==> config.mk <==
export PLATFORM = sky130hd
export DESIGN_NAME = rgb_duty_fader
export DESIGN_NICKNAME = d
export VERILOG_FILES = /design/src/rtl/rgb_duty_fader.sv
export SDC_FILE = /design/constraint.sdc
export NUM_CORES = 1
export LEC_CHECK = 0
export ABC_AREA = 1
export CORE_MARGIN = 10
export CORE_UTILIZATION = 40
export CTS_BUF_LIST = sky130_fd_sc_hd__clkbuf_8
export DETAILED_ROUTE_END_ITERATION = 10
export GPL_ROUTABILITY_DRIVEN = 1
export HOLD_SLACK_MARGIN = 0.03
export PLACE_DENSITY = 0.65
export SLEW_MARGIN = 20
export SYNTH_ARGS = -nofsm -noshare
export SYNTH_HDL_FRONTEND = slang
export SYNTH_SLANG_ARGS = --single-unit
==> constraint.sdc <==
create_clock -name clk -period 2.6 [get_ports clk]
set_clock_uncertainty 0.15 [all_clocks]
set_input_delay 0.26 -clock clk [delete_from_list [all_inputs] [get_ports clk]]
set_output_delay 0.26 -clock clk [all_outputs]
set_load 0.005 [all_outputs]
==> src/rtl/rgb_duty_fader.sv <==
// rtl/rgb_duty_fader.sv - free-running PWM counter with per-channel linear duty fader
// Duties move only on counter wrap, so downstream counter<duty comparators never glitch mid-period.
module rgb_duty_fader #(
  parameter int PWM_WIDTH    = 10,
  parameter int PERIOD_MAX   = 1023,
  parameter int STEP_PERIODS = 4,
  parameter int STEP_SIZE    = 8
) (
  input  logic                 clk,
  input  logic                 rst_n,
  input  logic                 target_valid,
  output logic                 target_ready,
  input  logic [PWM_WIDTH-1:0] target_red,
  input  logic [PWM_WIDTH-1:0] target_green,
  input  logic [PWM_WIDTH-1:0] target_blue,
  output logic [PWM_WIDTH-1:0] pwm_counter,
  output logic [PWM_WIDTH-1:0] pwm_red,
  output logic [PWM_WIDTH-1:0] pwm_green,
  output logic [PWM_WIDTH-1:0] pwm_blue,
  output logic                 period_start,
  output logic                 fade_busy
);

  localparam int W    = PWM_WIDTH;
  localparam int SC_W = (STEP_PERIODS > 1) ? $clog2(STEP_PERIODS) : 1;
  localparam logic [W-1:0]    PMAX    = W'(PERIOD_MAX);
  localparam logic [SC_W-1:0] SC_LAST = SC_W'(STEP_PERIODS - 1);
  localparam logic [W:0]      STEP    = (W+1)'(STEP_SIZE);

  typedef enum logic {IDLE, FADE} state_t;

  state_t          state;
  logic [W-1:0]    tgt_red, tgt_green, tgt_blue;
  logic [SC_W-1:0] step_cnt;
  logic            wrap;
  logic            at_target;

  assign wrap      = (pwm_counter == PMAX);
  assign at_target = (pwm_red == tgt_red) && (pwm_green == tgt_green) && (pwm_blue == tgt_blue);

  // One extra bit keeps cur+STEP and cur-tgt free of wraparound, so the clamp is exact.
  function automatic logic [W-1:0] step_toward(input logic [W-1:0] cur, input logic [W-1:0] tgt);
    logic [W:0] c, t, d;
    c = {1'b0, cur};
    t = {1'b0, tgt};
    step_toward = cur;
    if (c < t) begin
      d = c + STEP;
      step_toward = (d >= t) ? tgt : d[W-1:0];
    end else if (c > t) begin
      d = c - t;
      step_toward = (d <= STEP) ? tgt : cur - STEP[W-1:0];
    end
  endfunction

  always_ff @(posedge clk or negedge rst_n) begin
    if (!rst_n) begin
      pwm_counter  <= '0;
      pwm_red      <= '0;
      pwm_green    <= '0;
      pwm_blue     <= '0;
      period_start <= 1'b0;
      fade_busy    <= 1'b0;
      target_ready <= 1'b0;
      tgt_red      <= '0;
      tgt_green    <= '0;
      tgt_blue     <= '0;
      step_cnt     <= '0;
      state        <= IDLE;
    end else begin
      pwm_counter  <= wrap ? '0 : pwm_counter + 1'b1;
      period_start <= wrap;
      case (state)
        IDLE: begin
          if (target_valid && target_ready) begin
            tgt_red      <= target_red;
            tgt_green    <= target_green;
            tgt_blue     <= target_blue;
            step_cnt     <= '0;
            state        <= FADE;
            target_ready <= 1'b0;
            fade_busy    <= 1'b1;
          end else begin
            target_ready <= 1'b1;
          end
        end
        FADE: begin
          if (at_target) begin
            state        <= IDLE;
            target_ready <= 1'b1;
            fade_busy    <= 1'b0;
          end else if (wrap) begin
            if (step_cnt == SC_LAST) begin
              step_cnt  <= '0;
              pwm_red   <= step_toward(pwm_red, tgt_red);
              pwm_green <= step_toward(pwm_green, tgt_green);
              pwm_blue  <= step_toward(pwm_blue, tgt_blue);
            end else begin
              step_cnt <= step_cnt + 1'b1;
            end
          end
        end
        default: state <= IDLE;
      endcase
    end
  end

endmodule

==> results.md, run 1 <==
- Final design utilization: 0.594
- Part of the total power dissipated in sequential elements: 0.489
- Placer Congestion: 0.923
- Logic pwr share: 0.032
- Setup-failing EPs final: 16
- Net count of the finished layout: 1325
- Power per unit of standard cell area: 243 nW/µm²
- Via count of the routed design: 7371
- Final hold violation count: 0
- Number of antenna violations at the first check in global routing: 0
- Part of the total power dissipated in the clock network: 0.479
- Wirelength, routed: 21600 µm
- Register bit total from synthesis: 76
- Die Footprint: 22900 µm²
- Unrepaired setup endpoints after global routing: yes
- Global routing usage summed across all routing layers: 0.185
- Worst-case register-to-register setup slack: -0.10 ns
- Max-cap violations: 0
- Capture point of the worst reg-to-reg path: pwm_green[4]$_DFFE_PN0P_
- Transition at the pin with the smallest max-transition slack: 0.451 ns
- Peak supply drop: 0.228 mV
- Nature of the critical path startpoint: flop
- Pin count of the biggest net entering global routing: 47
- Minimum period implied by the final worst setup slack: 2.70 ns
- Share of final-layout standard cells stronger than drive strength 1: 0.280
- Count of cell types in the netlist: 40
- Clock transition at the registers of the reported paths: 0.09 ns
- Crit end category: flop
- TritonCTS Sinks: 76
- Cell types with the largest area share after synthesis: sky130_fd_sc_hd__dfrtp_1, sky130_fd_sc_hd__nand2_1, sky130_fd_sc_hd__ha_1, sky130_fd_sc_hd__inv_1, sky130_fd_sc_hd__nand3_1
- Worst-case reg-to-reg path depth: 18
- Mapped Nets: 1123
- First-pass GRT wire length: 34300 µm
- Master cell of the clock root buffer: sky130_fd_sc_hd__clkbuf_8
- Data required time at the worst endpoint: 2.74 ns
- Number of antenna diodes: 0
- Library cell occupying the most area in the post-synthesis netlist: sky130_fd_sc_hd__dfrtp_1
- Static power due to leakage: 5.03 nW
- Number of placed cells counting well taps: 1418
- Antenna Nets Post-Route: 0
- Worst-skew pair later-pin latency: 0.40 ns
- Placement-stage worst setup slack: -0.178 ns
- Fin crit share: 1.04
- Clock tree from TritonCTS: yes
- Number of enable-type register cells in the synthesized netlist: 0
- Area of the core region: 16800 µm²
- Main synth FF type: sky130_fd_sc_hd__dfrtp_1
- Worst r2r src: pwm_green[3]$_DFFE_PN0P_
- Clock buffers created by TritonCTS: 9
- Violations in the final reports: negative setup slack
- Number of standard cells in the layout, taps in and fillers out: 1458
- Mapped Area: 6890 µm²
- DRT iter0 DRCs: 484
- Category of the most critical setup path: flop to flop
- Mean instance size in the synthesized netlist: 6.69 µm²
- Initial standard-cell utilization of the core: 0.411
- Number of global-route vias before repair: 6993
- Placed wire-length estimate after detailed placement: 15800 µm
- Relative max-transition margin: 0.699
- Clock tree buffer depth: 2
- Portion of the post-synthesis area used by sequential elements: 0.276
- Die boundary height: 151 µm
- Sw frac: 0.229
- Async set-reset flop share out of synthesis: 1.00
- Psw: 0.553 mW
- Boundary pin count: 76
- Total number of yosys warnings: 0
- PnR worst setup slack: -0.102 ns
- Cell types with the highest counts after synthesis: sky130_fd_sc_hd__nand2_1, sky130_fd_sc_hd__inv_1, sky130_fd_sc_hd__nand3_1
- Synth top area share: 0.276
- Run status: complete, but fails checks
- # rows: 47
- Wirelength per Cell: 14.8 µm
- First-pass iteration count of the detailed router: 5
- Horizontal extent of the die: 151 µm
- P_int: 1.86 mW
- Routed via count divided by cell count: 5.06
- Critical path data arrival time: 2.84 ns
- Grt total ovfl: 0
- Total of buffers placed on input and output ports: 75
- Most instantiated library cell after synthesis: sky130_fd_sc_hd__nand2_1
- Maximum frequency from static timing analysis: 0.370 GHz
- Number of levels in the clock H-tree: 3
- Post-synthesis instance total: 1031
- Hold WC Path Type: input pin to asynchronous set/reset pin
- Final Slew Violations: 0
- Final routed DRC violation total: 0
- Number of fill cells in the layout: 1533
- Synth-to-Final Area Change: 44.4%
- Critical-path maximum fanout: 4
- Setup TNS: -0.827 ns
-- cell type report --
class	instances	area, µm²	area share
Clock buffer	9	124	0.0124
Clock inverter	7	116	0.0117
Inverter	176	671	0.0674
Multi-Input combinational cell	766	5060	0.508
Sequential cell	76	1910	0.192
Tap cell	220	275	0.0277
Timing Repair Buffer	204	1790	0.180
-- logic make-up (layout without fill, tap and decap cells) --
kind of cell | count (synthesis) | after routing | share of synthesized area
flip-flops | 76 | 76 | 0.276
XOR/XNOR | 36 | 36 | 0.0457
buffers and inverters | 191 | 396 | 0.107
AND/OR/NAND/NOR | 558 | 560 | 0.374
adder cells (fa/ha/maj) | 59 | 59 | 0.107
AO/OA/AOI/OAI | 111 | 111 | 0.0895
-- state kept, by name, summed over array words and instances (netlist names) --
register and cells:
tgt_red 10, pwm_green 10, state 1, pwm_red 10, step_cnt 2, fade_busy 1, pwm_counter 10, target_ready 1
pwm_blue 10, period_start 1, tgt_blue 10, tgt_green 10
-- how the worst max path moves through the flow --
stage,endpoint,depth (start not counted),start
floorplan,pwm_red[1]$_DFFE_PN0P_,17,pwm_red[5]$_DFFE_PN0P_
global placement,pwm_blue[1]$_DFFE_PN0P_,18,pwm_blue[4]$_DFFE_PN0P_
detailed placement,pwm_blue[0]$_DFFE_PN0P_,18,pwm_blue[4]$_DFFE_PN0P_
CTS,pwm_green[1]$_DFFE_PN0P_,16,pwm_green[4]$_DFFE_PN0P_
global route,pwm_green[4]$_DFFE_PN0P_,18,pwm_green[5]$_DFFE_PN0P_
finish,pwm_green[4]$_DFFE_PN0P_,18,pwm_green[3]$_DFFE_PN0P_
-- cells in the final DEF (no fill, tap or decap), types with 3 or more instances in the layout --
master                              n
sky130_fd_sc_hd__a21oi_1           25
sky130_fd_sc_hd__a21oi_2           21
sky130_fd_sc_hd__buf_4            114
sky130_fd_sc_hd__buf_6             13
sky130_fd_sc_hd__bufinv_16          3
sky130_fd_sc_hd__clkbuf_8           9
sky130_fd_sc_hd__clkdlybuf4s50_1   74
sky130_fd_sc_hd__dfrtp_1           66
sky130_fd_sc_hd__dfrtp_2           10
sky130_fd_sc_hd__ha_1              33
sky130_fd_sc_hd__ha_4              24
sky130_fd_sc_hd__inv_1            145
sky130_fd_sc_hd__inv_2             29
sky130_fd_sc_hd__nand2_1          263
sky130_fd_sc_hd__nand2_2           28
sky130_fd_sc_hd__nand2_4           11
sky130_fd_sc_hd__nand3_1           93
sky130_fd_sc_hd__nand3_2           14
sky130_fd_sc_hd__nand3_4            8
sky130_fd_sc_hd__nand4_1           25
sky130_fd_sc_hd__nor2_1            61
sky130_fd_sc_hd__nor2_2            11
sky130_fd_sc_hd__nor2_4            14
sky130_fd_sc_hd__nor2_8             3
sky130_fd_sc_hd__nor3_1            11
sky130_fd_sc_hd__nor3_2             6
sky130_fd_sc_hd__o21ai_0           40
sky130_fd_sc_hd__o21ai_1           12
sky130_fd_sc_hd__o21bai_1           4
sky130_fd_sc_hd__xnor2_1            5
sky130_fd_sc_hd__xor2_1            23
sky130_fd_sc_hd__xor2_2             8
-- repair_timing --
action	4_1_cts	5_1_grt
hold buffers	1	0
pin swaps	28	71
resized for setup	44	134
buffers inserted	10	11
gates cloned	2	0
endpoints found under the setup margin	30	32
hold endpoints to repair	30	0
-- stage by stage --
stage	hold slack (ns)	cell area [µm²]	power, mW
6_report	0.191	9950	2.41
5_1_grt	0.244	9950	2.49
4_1_cts	0.205	9230	2.44
3_5_place_dp	0.0891	8680	1.28
3_3_place_gp	0.0918	8680	1.28
2_1_floorplan	-0.186	6900	1.20
-- power groups by stage --
stage          clock (mW)  sequential, mW  combinational (mW)
3_3_place_gp            0            1.20              0.0773
3_5_place_dp            0            1.20              0.0779
4_1_cts              1.18            1.18              0.0797
2_1_floorplan           0            1.20          0.00000282
5_1_grt              1.23            1.18              0.0848
6_report             1.16            1.18              0.0766
-- worst max-delay path: stages, from the launching register on --
cell	delay [ns]
sky130_fd_sc_hd__dfrtp_2	0.44
sky130_fd_sc_hd__inv_4	0.08
sky130_fd_sc_hd__nor2_4	0.11
sky130_fd_sc_hd__nand3_1	0.11
sky130_fd_sc_hd__xor2_1	0.20
sky130_fd_sc_hd__inv_1	0.11
sky130_fd_sc_hd__ha_4	0.24
sky130_fd_sc_hd__a21oi_2	0.12
sky130_fd_sc_hd__or2_1	0.12
sky130_fd_sc_hd__nand3_2	0.09
sky130_fd_sc_hd__nor2_4	0.13
sky130_fd_sc_hd__nand2_2	0.09
sky130_fd_sc_hd__buf_6	0.14
sky130_fd_sc_hd__nand3_2	0.05
sky130_fd_sc_hd__nand2_1	0.06
sky130_fd_sc_hd__nor2_1	0.13
sky130_fd_sc_hd__nand3_1	0.11
sky130_fd_sc_hd__nand2_1	0.09
sky130_fd_sc_hd__inv_1	0.04
-- metal layers --
| metal | global-route usage | vias to the layer above | share of wire |
|---|---|---|---|
| met4 | 0.0582 | 0 | 0.019 |
| met2 | 0.302 | 212 | 0.48 |
| li1 | - | 3699 | - |
| met1 | 0.240 | 3422 | 0.45 |
| met3 | 0.0355 | 38 | 0.056 |
| met5 | 0 | - | 0 |
(Power assumes the default switching activity.)
==> inputs of run 2 (changes only) <==
Settings changed: CAP_MARGIN from default to 20.
==> results of run 2 <==
Final layout, timing and power as in run 1 (identical DEF).
